===== config.mk =====
export PLATFORM = sky130hd
export DESIGN_NAME = divisor_control
export DESIGN_NICKNAME = d
export VERILOG_FILES = /design/src/rtl/divisor_control.sv
export SDC_FILE = /design/constraint.sdc
export NUM_CORES = 1
export LEC_CHECK = 0
export BUFFER_PORTS_ARGS = -buffer_cell sky130_fd_sc_hd__buf_2
export CORE_AREA = 2 2 113 60
export DETAILED_ROUTE_END_ITERATION = 8
export DIE_AREA = 0 0 115 62
export GPL_ROUTABILITY_DRIVEN = 0
export MAX_ROUTING_LAYER = met4
export PLACE_DENSITY = 0.76
export SYNTH_ARGS = -nofsm -noshare
export SYNTH_HDL_FRONTEND = slang
export SYNTH_SLANG_ARGS = --single-unit

===== constraint.sdc =====
create_clock -name clk -period 2.68 [get_ports clk]
set_input_delay 0.402 -clock clk [delete_from_list [all_inputs] [get_ports clk]]
set_output_delay 0.402 -clock clk [all_outputs]
set_load 0.005 [all_outputs]

===== src/rtl/divisor_control.sv =====
// Sequential restoring divider: one quotient bit per CMP/GAP pair, MSB first,
// with each bit edge-coded on o_bit for the downstream shift register.
module divisor_control #(
  parameter int N = 8
) (
  input  logic         clk,
  input  logic         reset,
  input  logic         start,
  input  logic [N-1:0] dividend,
  input  logic [N-1:0] divisor,
  output logic [1:0]   o_bit,
  output logic         o_clr,
  output logic         busy,
  output logic         done,
  output logic [N-1:0] quotient,
  output logic [N-1:0] remainder,
  output logic         div_by_zero
);

  localparam int CW = (N > 1) ? $clog2(N) : 1;
  localparam logic [CW-1:0] LAST_IDX = CW'(N - 1);

  typedef enum logic [2:0] {
    IDLE,
    LOAD,
    CMP,
    GAP,
    DONE
  } state_t;

  state_t       state;
  logic [CW-1:0] idx;

  logic [N-1:0] d_reg;
  logic [N-1:0] v_reg;
  logic [N-1:0] q_reg;
  logic [N:0]   r_reg;

  logic [N:0]   trial;
  logic         fits;
  logic [N:0]   r_next;
  logic         r_msb_unused;

  function automatic logic trial_fits(input logic [N:0] t, input logic [N-1:0] v);
    return t >= {1'b0, v};
  endfunction

  function automatic logic [N:0] restore_step(input logic [N:0] t, input logic [N-1:0] v);
    if (t >= {1'b0, v}) begin
      return t - {1'b0, v};
    end
    return t;
  endfunction

  // Shift in the next dividend bit; compare/subtract at N+1 bits.
  assign trial        = {r_reg[N-1:0], d_reg[idx]};
  assign fits         = trial_fits(trial, v_reg);
  assign r_next       = restore_step(trial, v_reg);
  assign r_msb_unused = r_reg[N];

  always_ff @(posedge clk or posedge reset) begin
    if (reset) begin
      state       <= IDLE;
      idx         <= LAST_IDX;
      o_bit       <= 2'b00;
      o_clr       <= 1'b0;
      busy        <= 1'b0;
      done        <= 1'b0;
      quotient    <= '0;
      remainder   <= '0;
      div_by_zero <= 1'b0;
    end else begin
      done  <= 1'b0;
      o_clr <= 1'b0;
      case (state)
        IDLE: begin
          if (start) begin
            state       <= LOAD;
            busy        <= 1'b1;
            o_clr       <= 1'b1;
            div_by_zero <= 1'b0;
          end else begin
            busy <= 1'b0;
          end
        end
        LOAD: begin
          if (v_reg == '0) begin
            state       <= DONE;
            div_by_zero <= 1'b1;
          end else begin
            state <= CMP;
            idx   <= LAST_IDX;
          end
        end
        CMP: begin
          o_bit <= fits ? 2'b10 : 2'b01;
          state <= GAP;
        end
        // The 00 gap guarantees a fresh rising edge even for repeated bits.
        GAP: begin
          o_bit <= 2'b00;
          if (idx == '0) begin
            state <= DONE;
          end else begin
            idx   <= idx - 1'b1;
            state <= CMP;
          end
        end
        DONE: begin
          done      <= 1'b1;
          quotient  <= q_reg;
          remainder <= r_reg[N-1:0];
          o_bit     <= 2'b00;
          state     <= IDLE;
        end
        default: state <= IDLE;
      endcase
    end
  end

  // Datapath registers carry no reset; they are always loaded before use.
  always_ff @(posedge clk) begin
    case (state)
      IDLE: begin
        if (start) begin
          d_reg <= dividend;
          v_reg <= divisor;
          r_reg <= '0;
          q_reg <= '0;
        end
      end
      LOAD: begin
        if (v_reg == '0) begin
          r_reg <= {1'b0, d_reg};
        end
      end
      CMP: begin
        r_reg      <= r_next;
        q_reg[idx] <= fits;
      end
      default: begin
      end
    endcase
  end

endmodule


== After elaboration in Yosys (flattened, before gate mapping) ==
Cells that the tools add are included.

* Register bits after elaboration: 60
* Bits of input ports: 19
* Output and inout port bits: 22
* Logic and storage cells: 69

* $add $sub $neg: 2
* Magnitude comparators: 3
* Equal/unequal tests: 8
* Multiplexer cells: 28
* Reduce and logical (&&, ||, !) cells: 15

{| class="wikitable"
|+ Operators with widths
! operator !! count
|-
| 8-bit two-way mux || 5
|-
| 8-bit case mux with 3 select lines || 1
|-
| 8-bit case mux with 2 select lines || 1
|-
| 3-bit two-way mux || 5
|-
| 3-bit case mux with 4 select lines || 1
|-
| 9-bit by 8-bit >= comparator with 1-bit output || 1
|-
| 3-bit AND reduction || 3
|-
| 8-bit bitwise mux || 1
|-
| 8-bit logical NOT || 1
|-
| 1-bit two-way mux || 8
|-
| 2-bit != test, second input constant || 4
|-
| 2-bit nonzero test || 4
|-
| 8-bit subtractor || 1
|-
| 3-bit by 2-bit equality test with 1-bit output, second input constant || 2
|-
| 3-bit logical NOT || 2
|-
| 3-bit case mux with 2 select lines || 1
|-
| 3-bit by 4-bit < comparator with 1-bit output, second input constant || 1
|-
| 2-bit case mux with 2 select lines || 1
|-
| 2-bit AND reduction || 2
|-
| 1-bit binary-select mux with 3-bit select || 1
|-
| 1-bit demux with 3-bit select || 1
|-
| 3-bit by 1-bit equality test with 1-bit output, second input constant || 1
|-
| 3-bit equality test, second input constant || 1
|-
| 3-bit by 1-bit >= comparator with 1-bit output, second input constant || 1
|-
| other kinds (6) || 6
|}

== Logic depth before layout (Yosys ltp) ==
Gate-level depths: netlist of the first run.

* Word-level depth: 6
* Depth in mapped cells: 10
* Depth with buffers taken out: 9

== Worst setup path after synthesis of the first run ==
OpenSTA, ideal clock, no wires.

* Path kind: reg-to-reg
* Start: reg v_reg[1]
* End: reg r_reg[0] (enable)
* Setup time: 0.419 ns
* Arrival: 2.457 ns
* Required time: 2.261 ns
* Slack: -0.196 ns
* Cell stages (with the launch flop): 4
* Buffers on the path: 0
* Period minus slack after synthesis: 2.876 ns
* Path through: edfxtp_1 nor4_1 a21oi_1 a2111oi_0

* Word-level cells in the longest chain between the ends: 3

{| class="wikitable"
|+ RTL lines
! item !! line !! RTL
|-
| from (decl) || 35 || <nowiki>logic [N-1:0] v_reg;</nowiki>
|-
| from (signal assigned) || 127 || <nowiki>v_reg <= divisor;</nowiki>
|-
| 8-bit logical NOT || 133 || <nowiki>if (v_reg == '0) begin</nowiki>
|-
| 2-bit != test (no line) || - ||
|-
| 3-bit AND reduction (no line) || - ||
|-
| to (signal assigned) || 134 || <nowiki>r_reg <= {1'b0, d_reg};</nowiki>
|-
| to (signal assigned) || 138 || <nowiki>r_reg <= r_next;</nowiki>
|-
| to (decl) || 37 || <nowiki>logic [N:0] r_reg;</nowiki>
|}

No other way between the ends.
A chain may end at the register's enable or synchronous reset.

== Worst setup path in the final report of the first run ==
* Start: reg idx[1]
* End: reg r_reg[0] (data pin)

* Word-level cells in the longest chain between the ends: 6
* Elaborated cells between the ends (all ways): 8
* Those cells by class: add/sub (1); order compare (1); mux (6)

{| class="wikitable"
|+ RTL lines
! item !! line !! RTL
|-
| from (decl) || 32 || <nowiki>logic [CW-1:0] idx;</nowiki>
|-
| from (signal assigned) || 105 || <nowiki>idx <= idx - 1'b1;</nowiki>
|-
| 1-bit binary-select mux with 3-bit select (*) || 56 || <nowiki>assign trial = {r_reg[N-1:0], d_reg[idx]};</nowiki>
|-
| 1-bit two-way mux (not written as such) (*) || 56 ||
|-
| 8-bit subtractor or 9-bit by 8-bit >= comparator with 1-bit output (tied branches) || 50, 49 ||
|-
| 8-bit two-way mux or 1-bit two-way mux (tied branches) || 49 || <nowiki>if (t >= {1'b0, v}) begin</nowiki>
|-
| 8-bit two-way mux (*) || 52 || <nowiki>return t;</nowiki>
|-
| 8-bit case mux with 3 select lines (*) || 123 || <nowiki>case (state)</nowiki>
|}

Mark *: on every way between the ends. The rest lies on a longest branch, timed or not. The select of a mux whose other input is x is not followed.

==> impl_metrics.prom, run 1 <==
# TYPE chip_impl_metric gauge
chip_impl_metric{name="sequentialPowerShare",unit="%"} 35.2
chip_impl_metric{name="ys.warnings.count",unit=""} 0
chip_impl_metric{name="setup-violations-final",unit=""} 6
chip_impl_metric{name="grt_pass1_wl",unit="um"} 10100
chip_impl_metric{name="detail_route.first_pass.iterations",unit=""} 4
chip_impl_metric{name="grt_start_max_net_pins",unit=""} 28
chip_impl_metric{name="final_max_slew_viol_count",unit=""} 0
chip_impl_info{name="setup.worst_path.start_class",value="flip-flop"} 1
chip_impl_info{name="failed_checks",value="setup timing"} 1
chip_impl_metric{name="wl_per_cell",unit="um"} 16.6
chip_impl_metric{name="worst-path-max-fanout",unit=""} 7
chip_impl_metric{name="critical_path_arrival",unit="ps"} 2820
chip_impl_metric{name="powerDensity",unit="nW/um^2"} 1220
chip_impl_metric{name="maxClockFrequency",unit="MHz"} 366
chip_impl_metric{name="global_route.overflow_total",unit=""} 0
chip_impl_info{name="clock_tree_from_tritoncts",value="done"} 1
chip_impl_metric{name="std_cell_rows",unit=""} 21
chip_impl_metric{name="finClkSkew",unit="ps"} 7.13
chip_impl_metric{name="gr_util_all_layers",unit="%"} 20.7
chip_impl_metric{name="first_global_vias",unit=""} 1955
chip_impl_metric{name="ctsHoldBuffers",unit=""} 0
chip_impl_metric{name="layout_min_cycle_time",unit="ps"} 2730
chip_impl_metric{name="clkSlewWorstSetupHoldPaths",unit="ps"} 50
chip_impl_info{name="outcome",value="complete, but fails checks"} 1
chip_impl_metric{name="fp.dieArea",unit="um^2"} 7130
chip_impl_metric{name="die_h",unit="um"} 62
chip_impl_metric{name="routed_via_density",unit=""} 5.38
chip_impl_metric{name="routedLengthMet1",unit="um"} 3400
chip_impl_metric{name="rr_worst_depth",unit=""} 9
chip_impl_metric{name="n_antenna_cell",unit=""} 0
chip_impl_metric{name="final_core_util",unit="%"} 58.2
chip_impl_metric{name="irDropWorstVdd",unit="mV"} 0.468
chip_impl_metric{name="final.setup.tns",unit="ps"} -158
chip_impl_metric{name="syn_area",unit="um^2"} 2960
chip_impl_metric{name="drt.antenna.violating_nets",unit=""} 0
chip_impl_metric{name="design.core.area",unit="um^2"} 6310
chip_impl_info{name="worstHoldPathType",value="primary input to flip-flop"} 1
chip_impl_metric{name="postSynth.asyncResetShare",unit="%"} 46.7
chip_impl_metric{name="htree_num_levels",unit=""} 3
chip_impl_metric{name="place.port_buffers",unit=""} 40
chip_impl_metric{name="timing_worst_slew_pin_value",unit="ps"} 967
chip_impl_metric{name="ys_ff_latch",unit=""} 60
chip_impl_metric{name="ys_seq_area_share",unit="%"} 56.3
chip_impl_metric{name="clock_insertion_delay_worst_skew",unit="ps"} 330
chip_impl_metric{name="met2WireLength",unit="um"} 2540
chip_impl_metric{name="totalWireLength",unit="um"} 6560
chip_impl_metric{name="internal_power",unit="uW"} 2810
chip_impl_metric{name="place_hpwl",unit="um"} 4840
chip_impl_metric{name="drive_above_1_share",unit="%"} 34.2
chip_impl_metric{name="number_of_enable_type_register_cells_in_the_synthesized_netlist",unit=""} 32
chip_impl_metric{name="met3_length",unit="um"} 581
chip_impl_info{name="critical_path.endpoint_type",value="flip-flop"} 1
chip_impl_metric{name="drv.max_cap_violation_count",unit=""} 0
chip_impl_metric{name="final-seq-area",unit="um^2"} 1670
chip_impl_metric{name="pwr-share-comb",unit="%"} 40.4
chip_impl_metric{name="fraction_of_the_cycle_the_final_worst_path_needs",unit="%"} 102
chip_impl_metric{name="multi_input_gate_area",unit="um^2"} 1220
chip_impl_metric{name="antenna_found_initial",unit=""} 0
chip_impl_metric{name="clkSinkCount",unit=""} 60
chip_impl_metric{name="power.leakage",unit="uW"} 0.00163
chip_impl_info{name="crit_type",value="flip-flop to flip-flop"} 1
chip_impl_metric{name="clock_power_share",unit="%"} 24.4
chip_impl_metric{name="netSwitchingFraction",unit="%"} 37.1
chip_impl_info{name="top_signal_layer_used",value="met4"} 1
chip_impl_metric{name="max-clock-path-buffers",unit=""} 2
chip_impl_metric{name="cp.required",unit="ps"} 2760
chip_impl_info{name="ys.flop_type",value="sky130_fd_sc_hd__edfxtp_1"} 1
chip_impl_info{name="rsz0062_at_grt",value="true"} 1
chip_impl_metric{name="post_synthesis_cell_type_count",unit=""} 50
chip_impl_metric{name="fillCellCount",unit=""} 513
chip_impl_metric{name="drc",unit=""} 0
chip_impl_metric{name="routed-via-count",unit=""} 2130
chip_impl_metric{name="synthesized_net_count",unit=""} 285
chip_impl_metric{name="total_switching_power",unit="uW"} 1660
chip_impl_metric{name="dieWidth",unit="um"} 115
chip_impl_metric{name="hold_slack",unit="ps"} 243
chip_impl_metric{name="synth_to_final_area_change",unit="%"} 23.9
chip_impl_info{name="clock_tree.root_cell",value="sky130_fd_sc_hd__clkbuf_16"} 1
chip_impl_metric{name="design.portCount",unit=""} 41
chip_impl_metric{name="timing.hold.worst_path_depth",unit=""} 1
chip_impl_metric{name="cts_made_buffers",unit=""} 9
chip_impl_metric{name="drtIter0Drc",unit=""} 163
chip_impl_metric{name="setup_slack",unit="ps"} -54.6
chip_impl_metric{name="relSlewSlack",unit="%"} 35.5
chip_impl_metric{name="initial_core_utilization",unit="%"} 46.9
chip_impl_metric{name="postSynthCellCount",unit=""} 254
chip_impl_metric{name="synth.avg_cell_area",unit="um^2"} 11.6
chip_impl_metric{name="hold_violations",unit=""} 0
chip_impl_metric{name="nets",unit=""} 342
-- logic make-up after synthesis --
logic type | count (synthesis) | synth area share [%]
buffers and inverters | 30 | 4.52
AND/OR/NAND/NOR | 77 | 12.3
multiplexers | 19 | 8.63
AO/OA/AOI/OAI | 51 | 11.4
flip-flops | 60 | 56.3
adder cells (fa/ha/maj) | 12 | 5.33
XOR/XNOR | 5 | 1.48
-- critical path, cell delays in order, from the launching register on --
cell and delay [ps]:
sky130_fd_sc_hd__dfstp_2 560, sky130_fd_sc_hd__mux4_2 530, sky130_fd_sc_hd__mux2i_4 180, sky130_fd_sc_hd__buf_6 130, sky130_fd_sc_hd__ha_4 190, sky130_fd_sc_hd__nand2b_4 130
sky130_fd_sc_hd__a21oi_2 150, sky130_fd_sc_hd__nor3_2 80, sky130_fd_sc_hd__or2_4 270, sky130_fd_sc_hd__a211o_1 260
-- power groups by stage --
stage / Clock [uW] / Combinational (uW) / Sequential [uW]
final: 1090 / 1810 / 1580
after floorplan: 0 / 1240 / 1470
after global routing: 1170 / 1980 / 1610
after global placement: 0 / 1550 / 1570
after CTS: 1110 / 1670 / 1570
after detailed placement: 0 / 1590 / 1590
-- per-stage QoR --
step,setup WS (ps),instances,area [um^2],power (uW)
after CTS,-12.8,393,3590,4350
final,-54.6,396,3670,4470
after detailed placement,-77.0,374,3280,3180
after floorplan,-36.9,254,2960,2700
after global placement,1.02,374,3280,3120
after global routing,-125,396,3670,4760
-- path summary, 6_finish.rpt --
| kind | slack [ps] | to | from |
|---|---|---|---|
| worst min register to register | 500 | o_bit[1]$_DFFE_PP0P_ | o_bit[1]$_DFFE_PP0P_ |
| worst max register to register | -50 | r_reg[0]$_DFFE_PP_ | idx[1]$_DFFE_PP1P_ |
| min in group asynchronous | 290 | quotient[2]$_DFFE_PP0P_ | reset |
| worst max-delay path | -50 | r_reg[0]$_DFFE_PP_ | idx[1]$_DFFE_PP1P_ |
| worst min-delay path | 240 | v_reg[4]$_DFFE_PP_ | divisor[4] |
| max in group asynchronous | 1700 | idx[1]$_DFFE_PP1P_ | reset |
-- routing by layer --
| metal | GRT usage [%] | vias up |
|---|---|---|
| li1 | - | 1046 |
| met4 | 4.13 | 0 |
| met1 | 29.5 | 1006 |
| met5 | - | - |
| met2 | 25.8 | 73 |
| met3 | 10.5 | 5 |
-- cells in the final DEF, fill, tap and decap left out, types with 2 or more instances in the layout --
master / synthesis / layout
sky130_fd_sc_hd__a211o_1: 2 / 2
sky130_fd_sc_hd__a211oi_1: 8 / 8
sky130_fd_sc_hd__a21oi_1: 12 / 11
sky130_fd_sc_hd__and2_1: 3 / 3
sky130_fd_sc_hd__buf_2: 1 / 40
sky130_fd_sc_hd__buf_4: 2 / 15
sky130_fd_sc_hd__clkbuf_16: 0 / 10
sky130_fd_sc_hd__clkinv_2: 0 / 4
sky130_fd_sc_hd__dfrtp_1: 25 / 25
sky130_fd_sc_hd__dfstp_2: 3 / 3
sky130_fd_sc_hd__edfxtp_1: 32 / 32
sky130_fd_sc_hd__ha_1: 11 / 9
sky130_fd_sc_hd__inv_1: 19 / 19
sky130_fd_sc_hd__mux2_2: 16 / 16
sky130_fd_sc_hd__mux4_2: 0 / 2
sky130_fd_sc_hd__nand2_1: 23 / 23
sky130_fd_sc_hd__nand3_1: 4 / 4
sky130_fd_sc_hd__nand3b_1: 2 / 2
sky130_fd_sc_hd__nor2_1: 20 / 20
sky130_fd_sc_hd__nor3_1: 12 / 11
sky130_fd_sc_hd__nor4_1: 3 / 3
sky130_fd_sc_hd__o211ai_1: 7 / 7
sky130_fd_sc_hd__o21ai_0: 9 / 7
sky130_fd_sc_hd__o21ai_1: 1 / 2
sky130_fd_sc_hd__o31a_1: 2 / 2
sky130_fd_sc_hd__o31ai_1: 2 / 2
sky130_fd_sc_hd__xnor2_1: 3 / 3
sky130_fd_sc_hd__xor2_1: 2 / 2
-- synth_stat cells, types with 2 or more instances --
cell type / count / area [um^2]
sky130_fd_sc_hd__a211o_1: 2 / 17.5
sky130_fd_sc_hd__a211oi_1: 8 / 60.1
sky130_fd_sc_hd__a21oi_1: 12 / 60.1
sky130_fd_sc_hd__and2_1: 3 / 18.8
sky130_fd_sc_hd__buf_4: 2 / 15.0
sky130_fd_sc_hd__clkbuf_1: 4 / 15.0
sky130_fd_sc_hd__dfrtp_1: 25 / 626
sky130_fd_sc_hd__dfstp_2: 3 / 78.8
sky130_fd_sc_hd__edfxtp_1: 32 / 961
sky130_fd_sc_hd__ha_1: 11 / 138
sky130_fd_sc_hd__inv_1: 19 / 71.3
sky130_fd_sc_hd__mux2_2: 16 / 180
sky130_fd_sc_hd__mux4_1: 2 / 52.6
sky130_fd_sc_hd__nand2_1: 23 / 86.3
sky130_fd_sc_hd__nand2b_1: 2 / 12.5
sky130_fd_sc_hd__nand3_1: 4 / 20.0
sky130_fd_sc_hd__nand3b_1: 2 / 15.0
sky130_fd_sc_hd__nor2_1: 20 / 75.1
sky130_fd_sc_hd__nor3_1: 12 / 60.1
sky130_fd_sc_hd__nor4_1: 3 / 18.8
sky130_fd_sc_hd__o211ai_1: 7 / 52.6
sky130_fd_sc_hd__o21ai_0: 9 / 45.0
sky130_fd_sc_hd__o31a_1: 2 / 17.5
sky130_fd_sc_hd__o31ai_1: 2 / 15.0
sky130_fd_sc_hd__xnor2_1: 3 / 26.3
sky130_fd_sc_hd__xor2_1: 2 / 17.5
-- what timing repair did --
action	in CTS	in global routing
resized for setup	5	10
buffers inserted	2	2
pin swaps	4	12
gates cloned	1	1
setup endpoints to repair	13	17
-- cell type report --
| type | count | share of cell area, % |
|---|---|---|
| clock buffers | 11 | 7.20 |
| clock inverters | 5 | 0.648 |
| inverters | 19 | 1.94 |
| multi-input cells | 165 | 33.2 |
| flip-flops and latches | 60 | 45.4 |
| well taps | 80 | 2.73 |
| repair buffers | 56 | 8.84 |
Power figures use the tool's default switching activity.
==> run 2: changes to the inputs <==
--- a/config.mk
+++ b/config.mk
@@ -10,7 +10,6 @@
 export DETAILED_ROUTE_END_ITERATION = 8
 export DIE_AREA = 0 0 115 62
 export GPL_ROUTABILITY_DRIVEN = 0
-export MAX_ROUTING_LAYER = met4
 export PLACE_DENSITY = 0.76
 export SYNTH_ARGS = -nofsm -noshare
 export SYNTH_HDL_FRONTEND = slang
==> constraint.sdc (replaced) <==
create_clock -name clk -period 2.68 [get_ports clk]
set_input_delay 0.536 -clock clk [delete_from_list [all_inputs] [get_ports clk]]
set_output_delay 0.536 -clock clk [all_outputs]
set_load 0.005 [all_outputs]
==> run 2 against run 1 <==
  * The run still ends with setup timing left
  * Non-clock buffer count decreased by 4
  * Core utilization decreased by 0.89 points
  * Setup slack improved by 12 ps
  * Clock-buffer cell count increased by 2
  * Largest cell class unchanged
  * Largest power group unchanged
==> impl_metrics.prom, run 2 (synthesis gave the netlist of run 1 again) <==
# TYPE chip_impl_metric gauge
chip_impl_info{name="outcome",value="complete, but fails checks"} 1
chip_impl_info{name="failed_checks",value="setup timing"} 1
chip_impl_metric{name="final-seq-area",unit="um^2"} 1670
chip_impl_info{name="critical_path.endpoint_type",value="flip-flop"} 1
chip_impl_metric{name="relSlewSlack",unit="%"} 59.8
chip_impl_metric{name="dieWidth",unit="um"} 115
chip_impl_metric{name="drive_above_1_share",unit="%"} 31.1
chip_impl_metric{name="maxClockFrequency",unit="MHz"} 367
chip_impl_metric{name="max-clock-path-buffers",unit=""} 2
chip_impl_metric{name="std_cell_rows",unit=""} 21
chip_impl_metric{name="n_antenna_cell",unit=""} 0
chip_impl_metric{name="synth_to_final_area_change",unit="%"} 22.0
chip_impl_metric{name="design.portCount",unit=""} 41
chip_impl_metric{name="detail_route.first_pass.iterations",unit=""} 5
chip_impl_metric{name="nets",unit=""} 338
chip_impl_metric{name="drtIter0Drc",unit=""} 186
chip_impl_metric{name="hold_slack",unit="ps"} 273
chip_impl_metric{name="final.setup.tns",unit="ps"} -68.6
chip_impl_metric{name="antenna_found_initial",unit=""} 0
chip_impl_metric{name="clkSlewWorstSetupHoldPaths",unit="ps"} 50
chip_impl_metric{name="design.core.area",unit="um^2"} 6310
chip_impl_metric{name="place.port_buffers",unit=""} 40
chip_impl_metric{name="drv.max_cap_violation_count",unit=""} 0
chip_impl_metric{name="gr_util_all_layers",unit="%"} 20.3
chip_impl_info{name="clock_tree.root_cell",value="sky130_fd_sc_hd__clkbuf_16"} 1
chip_impl_metric{name="htree_num_levels",unit=""} 3
chip_impl_metric{name="final_max_slew_viol_count",unit=""} 0
chip_impl_metric{name="fillCellCount",unit=""} 548
chip_impl_metric{name="die_h",unit="um"} 62
chip_impl_metric{name="powerDensity",unit="nW/um^2"} 1220
chip_impl_metric{name="routed_via_density",unit=""} 5.62
chip_impl_metric{name="wl_per_cell",unit="um"} 17.3
chip_impl_metric{name="critical_path_arrival",unit="ps"} 2790
chip_impl_metric{name="grt_pass1_wl",unit="um"} 10300
chip_impl_metric{name="initial_core_utilization",unit="%"} 46.9
chip_impl_metric{name="worst-path-max-fanout",unit=""} 3
chip_impl_info{name="mostFrequentLayoutCell",value="sky130_fd_sc_hd__buf_2"} 1
chip_impl_metric{name="hold_violations",unit=""} 0
chip_impl_metric{name="setup_slack",unit="ps"} -43.0
chip_impl_metric{name="fp.dieArea",unit="um^2"} 7130
chip_impl_metric{name="clock_insertion_delay_worst_skew",unit="ps"} 330
chip_impl_metric{name="global_route.overflow_total",unit=""} 0
chip_impl_metric{name="multi_input_gate_area",unit="um^2"} 1220
chip_impl_metric{name="setup-violations-final",unit=""} 2
chip_impl_metric{name="finClkSkew",unit="ps"} 5.76
chip_impl_metric{name="totalWireLength",unit="um"} 6790
chip_impl_metric{name="power.leakage",unit="uW"} 0.00160
chip_impl_metric{name="layout_min_cycle_time",unit="ps"} 2720
chip_impl_metric{name="place_hpwl",unit="um"} 4890
chip_impl_metric{name="grt_start_max_net_pins",unit=""} 29
chip_impl_metric{name="first_global_vias",unit=""} 1984
chip_impl_info{name="rsz0062_at_grt",value="true"} 1
chip_impl_metric{name="cp.required",unit="ps"} 2750
chip_impl_metric{name="irDropWorstVdd",unit="mV"} 0.449
chip_impl_metric{name="routed-via-count",unit=""} 2203
chip_impl_metric{name="placed_area",unit="um^2"} 3270
chip_impl_info{name="worstHoldPathType",value="primary input to asynchronous set/reset pin"} 1
chip_impl_metric{name="clkSinkCount",unit=""} 60
chip_impl_info{name="clock_tree_from_tritoncts",value="done"} 1
chip_impl_metric{name="drc",unit=""} 0
chip_impl_metric{name="timing_worst_slew_pin_value",unit="ps"} 602
chip_impl_metric{name="fraction_of_the_cycle_the_final_worst_path_needs",unit="%"} 102
chip_impl_metric{name="drt.antenna.violating_nets",unit=""} 0
chip_impl_info{name="layout_common_cells",value="sky130_fd_sc_hd__buf_2 (41), sky130_fd_sc_hd__edfxtp_1 (32), sky130_fd_sc_hd__dfrtp_1 (25)"} 1
chip_impl_info{name="crit_type",value="flip-flop to flip-flop"} 1
chip_impl_metric{name="post-route-cell-area",unit="um^2"} 3610
chip_impl_metric{name="cts_made_buffers",unit=""} 9
chip_impl_info{name="setup.worst_path.start_class",value="flip-flop"} 1
## run 2: worst paths after layout
kind                                           from                       end  slack [ps]  cells past startpoint
setup / recovery                 idx[1]$_DFFE_PP1P_        r_reg[6]$_DFFE_PP_         -40                      9
hold / removal                                reset   quotient[0]$_DFFE_PP0P_         270                      3
setup reg to reg                 idx[1]$_DFFE_PP1P_        r_reg[6]$_DFFE_PP_         -40                      9
hold reg to reg            remainder[1]$_DFFE_PP0P_  remainder[1]$_DFFE_PP0P_         500                      1
max in group asynchronous                     reset        idx[1]$_DFFE_PP1P_        2100                      3
min in group clk                         divisor[6]        v_reg[6]$_DFFE_PP_         380                      1
## run 2: stage by stage
| step | utilization [%] | std cells | worst slack (ps) | total power (uW) |
|---|---|---|---|---|
| after detailed placement | 51.9 | 373 | -103 | 3190 |
| after floorplan | - | 254 | -36.9 | 2700 |
| after CTS | 56.3 | 390 | -47.2 | 4290 |
| final | 57.3 | 392 | -43.0 | 4390 |
| after global routing | 57.3 | 392 | -117 | 4640 |
| after global placement | 51.9 | 373 | -7.17 | 3110 |
## run 2: worst max-delay path, stage by stage (launching register included)
cell and delay (ps):
sky130_fd_sc_hd__dfstp_2 560, sky130_fd_sc_hd__mux4_2 530, sky130_fd_sc_hd__mux2i_4 210, sky130_fd_sc_hd__ha_2 220
sky130_fd_sc_hd__fa_2 220, sky130_fd_sc_hd__nand4b_1 130, sky130_fd_sc_hd__a31oi_1 100, sky130_fd_sc_hd__or3_1 320
sky130_fd_sc_hd__o211ai_1 100, sky130_fd_sc_hd__o21ai_1 80
## run 2: layer usage
metal	track usage [%]	share of wire, %
met3	7.37	9.4
met4	8.61	1.2
met1	28.8	49
met2	28.1	41
met5	0	0
## run 2: final cells by class
cell class	instances	share of cell area, %
sequential	60	46.1
multi-input combinational	165	33.8
timing repair buffer	52	8.07
clock buffer	13	6.93
tap	80	2.77
inverter	19	1.98
clock inverter	3	0.347
## run 2: where the power goes
group / total [uW] / switching (uW) / internal, uW
sequential: 1570 / 222 / 1350
clock: 1020 / 379 / 642
combinational: 1790 / 1060 / 732
total: 4390 / 1660 / 2730
## run 2: timing repair
item	4_1_cts	5_1_grt
hold buffers	0	0
gates cloned	1	1
gates resized for setup	5	9
setup endpoints to repair	14	16
setup buffers	0	1
endpoints found under the hold margin	0	0
pin swaps	1	7
==> run 3: changes to the inputs <==
--- a/config.mk
+++ b/config.mk
@@ -6,11 +6,14 @@
 export NUM_CORES = 1
 export LEC_CHECK = 0
 export BUFFER_PORTS_ARGS = -buffer_cell sky130_fd_sc_hd__buf_2
-export CORE_AREA = 2 2 113 60
+export CELL_PAD_IN_SITES_DETAIL_PLACEMENT = 1
+export CELL_PAD_IN_SITES_GLOBAL_PLACEMENT = 2
+export CORE_AREA = 2 2 132 70
+export CTS_BUF_LIST = sky130_fd_sc_hd__clkbuf_4 sky130_fd_sc_hd__clkbuf_8
 export DETAILED_ROUTE_END_ITERATION = 8
-export DIE_AREA = 0 0 115 62
+export DIE_AREA = 0 0 134 72
 export GPL_ROUTABILITY_DRIVEN = 0
-export PLACE_DENSITY = 0.76
+export PLACE_DENSITY = 0.81
 export SYNTH_ARGS = -nofsm -noshare
 export SYNTH_HDL_FRONTEND = slang
 export SYNTH_SLANG_ARGS = --single-unit
==> run 3 against run 2 <==
  * The run still ends with setup timing left
  * Critical endpoint is now r_reg[0]$_DFFE_PP_
  * Flip-flop and latch count is the same
  * Critical path type unchanged
  * Largest cell class unchanged
  * Sequential power hardly changed
  * Register-to-register slack got worse by 20 ps
  * Clock-buffer cell count down 1
  * Design area grew 2.3%
  * Combinational power rose by 12%
  * Final cell count increased by 11%
  * Highest routed layer unchanged
==> impl_metrics.prom, run 3 (synthesis gave the netlist of run 1 again) <==
# TYPE chip_impl_metric gauge
chip_impl_info{name="outcome",value="complete, but fails checks"} 1
chip_impl_info{name="failed_checks",value="setup timing"} 1
chip_impl_info{name="critical_path.endpoint_type",value="flip-flop"} 1
chip_impl_metric{name="relSlewSlack",unit="%"} 54.5
chip_impl_info{name="timing.rr.end",value="r_reg[0]$_DFFE_PP_"} 1
chip_impl_metric{name="sequentialPowerShare",unit="%"} 35.4
chip_impl_metric{name="nets",unit=""} 344
chip_impl_metric{name="drtIter0Drc",unit=""} 100
chip_impl_metric{name="critical_path_arrival",unit="ps"} 2840
chip_impl_metric{name="fp.dieArea",unit="um^2"} 9650
chip_impl_metric{name="post-route-cell-area",unit="um^2"} 3690
chip_impl_metric{name="pwr-share-comb",unit="%"} 45.1
chip_impl_metric{name="total_switching_power",unit="uW"} 1770
chip_impl_metric{name="place.port_buffers",unit=""} 40
chip_impl_info{name="mostFrequentLayoutCell",value="sky130_fd_sc_hd__buf_2"} 1
chip_impl_metric{name="worst-path-max-fanout",unit=""} 5
chip_impl_metric{name="power.leakage",unit="uW"} 0.00161
chip_impl_metric{name="design.portCount",unit=""} 41
chip_impl_metric{name="cp.required",unit="ps"} 2780
chip_impl_metric{name="netSwitchingFraction",unit="%"} 39.9
chip_impl_metric{name="finClkSkew",unit="ps"} 5.52
chip_impl_metric{name="n_antenna_cell",unit=""} 0
chip_impl_info{name="crit_type",value="flip-flop to flip-flop"} 1
chip_impl_metric{name="cts_made_buffers",unit=""} 9
chip_impl_metric{name="drive_above_1_share",unit="%"} 35.2
chip_impl_metric{name="setup_slack",unit="ps"} -62.6
chip_impl_metric{name="multi_input_gate_area",unit="um^2"} 1250
chip_impl_metric{name="final.setup.tns",unit="ps"} -166
chip_impl_metric{name="place_hpwl",unit="um"} 5980
chip_impl_metric{name="routed-via-count",unit=""} 2200
chip_impl_metric{name="finalNonFillerCells",unit=""} 435
chip_impl_metric{name="clock_power_share",unit="%"} 19.5
chip_impl_metric{name="design.core.area",unit="um^2"} 8440
chip_impl_metric{name="die_h",unit="um"} 72
chip_impl_metric{name="fraction_of_the_cycle_the_final_worst_path_needs",unit="%"} 102
chip_impl_metric{name="placed_area",unit="um^2"} 3360
chip_impl_metric{name="hold_violations",unit=""} 0
chip_impl_metric{name="gr_util_all_layers",unit="%"} 17.7
chip_impl_metric{name="rr_worst_depth",unit=""} 8
chip_impl_info{name="worstHoldPathType",value="primary input to asynchronous set/reset pin"} 1
chip_impl_metric{name="power.total",unit="uW"} 4440
chip_impl_metric{name="powerDensity",unit="nW/um^2"} 1200
chip_impl_metric{name="clkSlewWorstSetupHoldPaths",unit="ps"} 70
chip_impl_metric{name="drv.max_cap_violation_count",unit=""} 0
chip_impl_metric{name="dieWidth",unit="um"} 134
chip_impl_metric{name="final_max_slew_viol_count",unit=""} 0
chip_impl_metric{name="htree_num_levels",unit=""} 3
chip_impl_metric{name="dp_worst_setup_slack",unit="ps"} -151
chip_impl_metric{name="numPlacedInstances",unit=""} 414
chip_impl_metric{name="reg2reg_setup_slack",unit="ps"} -60
chip_impl_info{name="clock_tree.root_cell",value="sky130_fd_sc_hd__clkbuf_8"} 1
chip_impl_info{name="setup.worst_path.start_class",value="flip-flop"} 1
chip_impl_metric{name="initial_core_utilization",unit="%"} 35.1
chip_impl_metric{name="layout_min_cycle_time",unit="ps"} 2740
chip_impl_metric{name="antenna_found_initial",unit=""} 0
chip_impl_metric{name="final-seq-area",unit="um^2"} 1670
chip_impl_metric{name="maxClockFrequency",unit="MHz"} 365
chip_impl_metric{name="grt_pass1_wl",unit="um"} 12500
chip_impl_metric{name="global_route.overflow_total",unit=""} 0
chip_impl_info{name="rsz0062_at_grt",value="true"} 1
chip_impl_metric{name="wl_per_cell",unit="um"} 18.6
chip_impl_metric{name="std_cell_rows",unit=""} 24
chip_impl_metric{name="drt.antenna.violating_nets",unit=""} 0
chip_impl_metric{name="clock_insertion_delay_worst_skew",unit="ps"} 350
chip_impl_metric{name="synth_to_final_area_change",unit="%"} 24.8
chip_impl_metric{name="detail_route.first_pass.iterations",unit=""} 4
chip_impl_info{name="layout_common_cells",value="sky130_fd_sc_hd__buf_2 (40), sky130_fd_sc_hd__edfxtp_1 (32), sky130_fd_sc_hd__dfrtp_1 (25)"} 1
chip_impl_metric{name="internal_power",unit="uW"} 2670
chip_impl_info{name="clock_tree_from_tritoncts",value="done"} 1
chip_impl_metric{name="grt_start_max_net_pins",unit=""} 18
chip_impl_metric{name="max-clock-path-buffers",unit=""} 2
chip_impl_metric{name="first_global_vias",unit=""} 2230
chip_impl_metric{name="clkSinkCount",unit=""} 60
chip_impl_metric{name="drc",unit=""} 0
chip_impl_metric{name="routed_via_density",unit=""} 5.06
chip_impl_metric{name="setup-violations-final",unit=""} 4
chip_impl_metric{name="fillCellCount",unit=""} 909
chip_impl_info{name="critical_path.reg2reg.startpoint",value="idx[1]$_DFFE_PP1P_"} 1
chip_impl_metric{name="timing_worst_slew_pin_value",unit="ps"} 681
chip_impl_metric{name="irDropWorstVdd",unit="mV"} 0.393
chip_impl_metric{name="totalWireLength",unit="um"} 8090
-- run 3: changes by cell type in the layout (fill, tap and decap cells not counted), sizes merged --
cell / before / now
clkbuf: 13 / 12
buf: 52 / 58
bufinv: 0 / 1
clkinvlp: 0 / 1
clkinv: 3 / 2
-- run 3: cell type report --
type | instances | share of cell area, %
clock buffers | 12 | 4.30
multi-input cells | 165 | 33.8
repair buffers | 58 | 9.62
clock inverters | 4 | 1.29
well taps | 117 | 3.96
flip-flops and latches | 60 | 45.1
inverters | 19 | 1.93
-- run 3: power by group through the flow --
stage	logic (uW)	clock network [uW]	registers, uW
floorplan	1240	0	1470
global route	2190	916	1610
CTS	1840	881	1570
global placement	1670	0	1570
finish	2000	864	1570
detailed placement	1710	0	1590
-- run 3: worst max path at each step --
stage                              end  slack [ps]               start  cells after the start
floorplan           r_reg[0]$_DFFE_PP_         -40  idx[1]$_DFFE_PP1P_                     10
detailed placement  r_reg[0]$_DFFE_PP_        -150  idx[1]$_DFFE_PP1P_                      8
finish              r_reg[0]$_DFFE_PP_         -60  idx[1]$_DFFE_PP1P_                      8
global placement    r_reg[0]$_DFFE_PP_         -30  idx[1]$_DFFE_PP1P_                      8
global route        r_reg[6]$_DFFE_PP_        -170  idx[1]$_DFFE_PP1P_                      9
CTS                 r_reg[6]$_DFFE_PP_         -60  idx[1]$_DFFE_PP1P_                      9
-- run 3: worst max-delay path, cell delays in order, from the launching register on --
cell and delay (ps):
sky130_fd_sc_hd__dfstp_2 570, sky130_fd_sc_hd__mux4_2 520, sky130_fd_sc_hd__mux2i_4 240, sky130_fd_sc_hd__ha_4 240, sky130_fd_sc_hd__nand2b_4 150, sky130_fd_sc_hd__a21oi_4 150, sky130_fd_sc_hd__nor3_4 60, sky130_fd_sc_hd__or2_4 270
sky130_fd_sc_hd__a211o_1 280
-- run 3: repair_timing --
item / 4_1_cts / 5_1_grt
setup buffers: 3 / 1
resized for setup: 7 / 12
hold buffers: 0 / 0
pin swaps: 5 / 5
cloned: 1 / 0
endpoints found under the setup margin: 16 / 17
-- run 3: routing by layer --
metal | track usage, % | up-vias | wire length (um)
met1 | 27.2 | 1092 | 4450
met3 | 5.80 | 9 | 459
met2 | 23.4 | 57 | 3090
li1 | - | 1042 | -
met4 | 5.32 | 0 | 87
met5 | 0 | - | 0
-- run 3: through the flow --
step	hold WS, ps	utilization [%]
2_1_floorplan	473	-
3_3_place_gp	486	39.8
3_5_place_dp	485	39.8
4_1_cts	305	42.9
5_1_grt	345	43.8
6_report	283	43.8
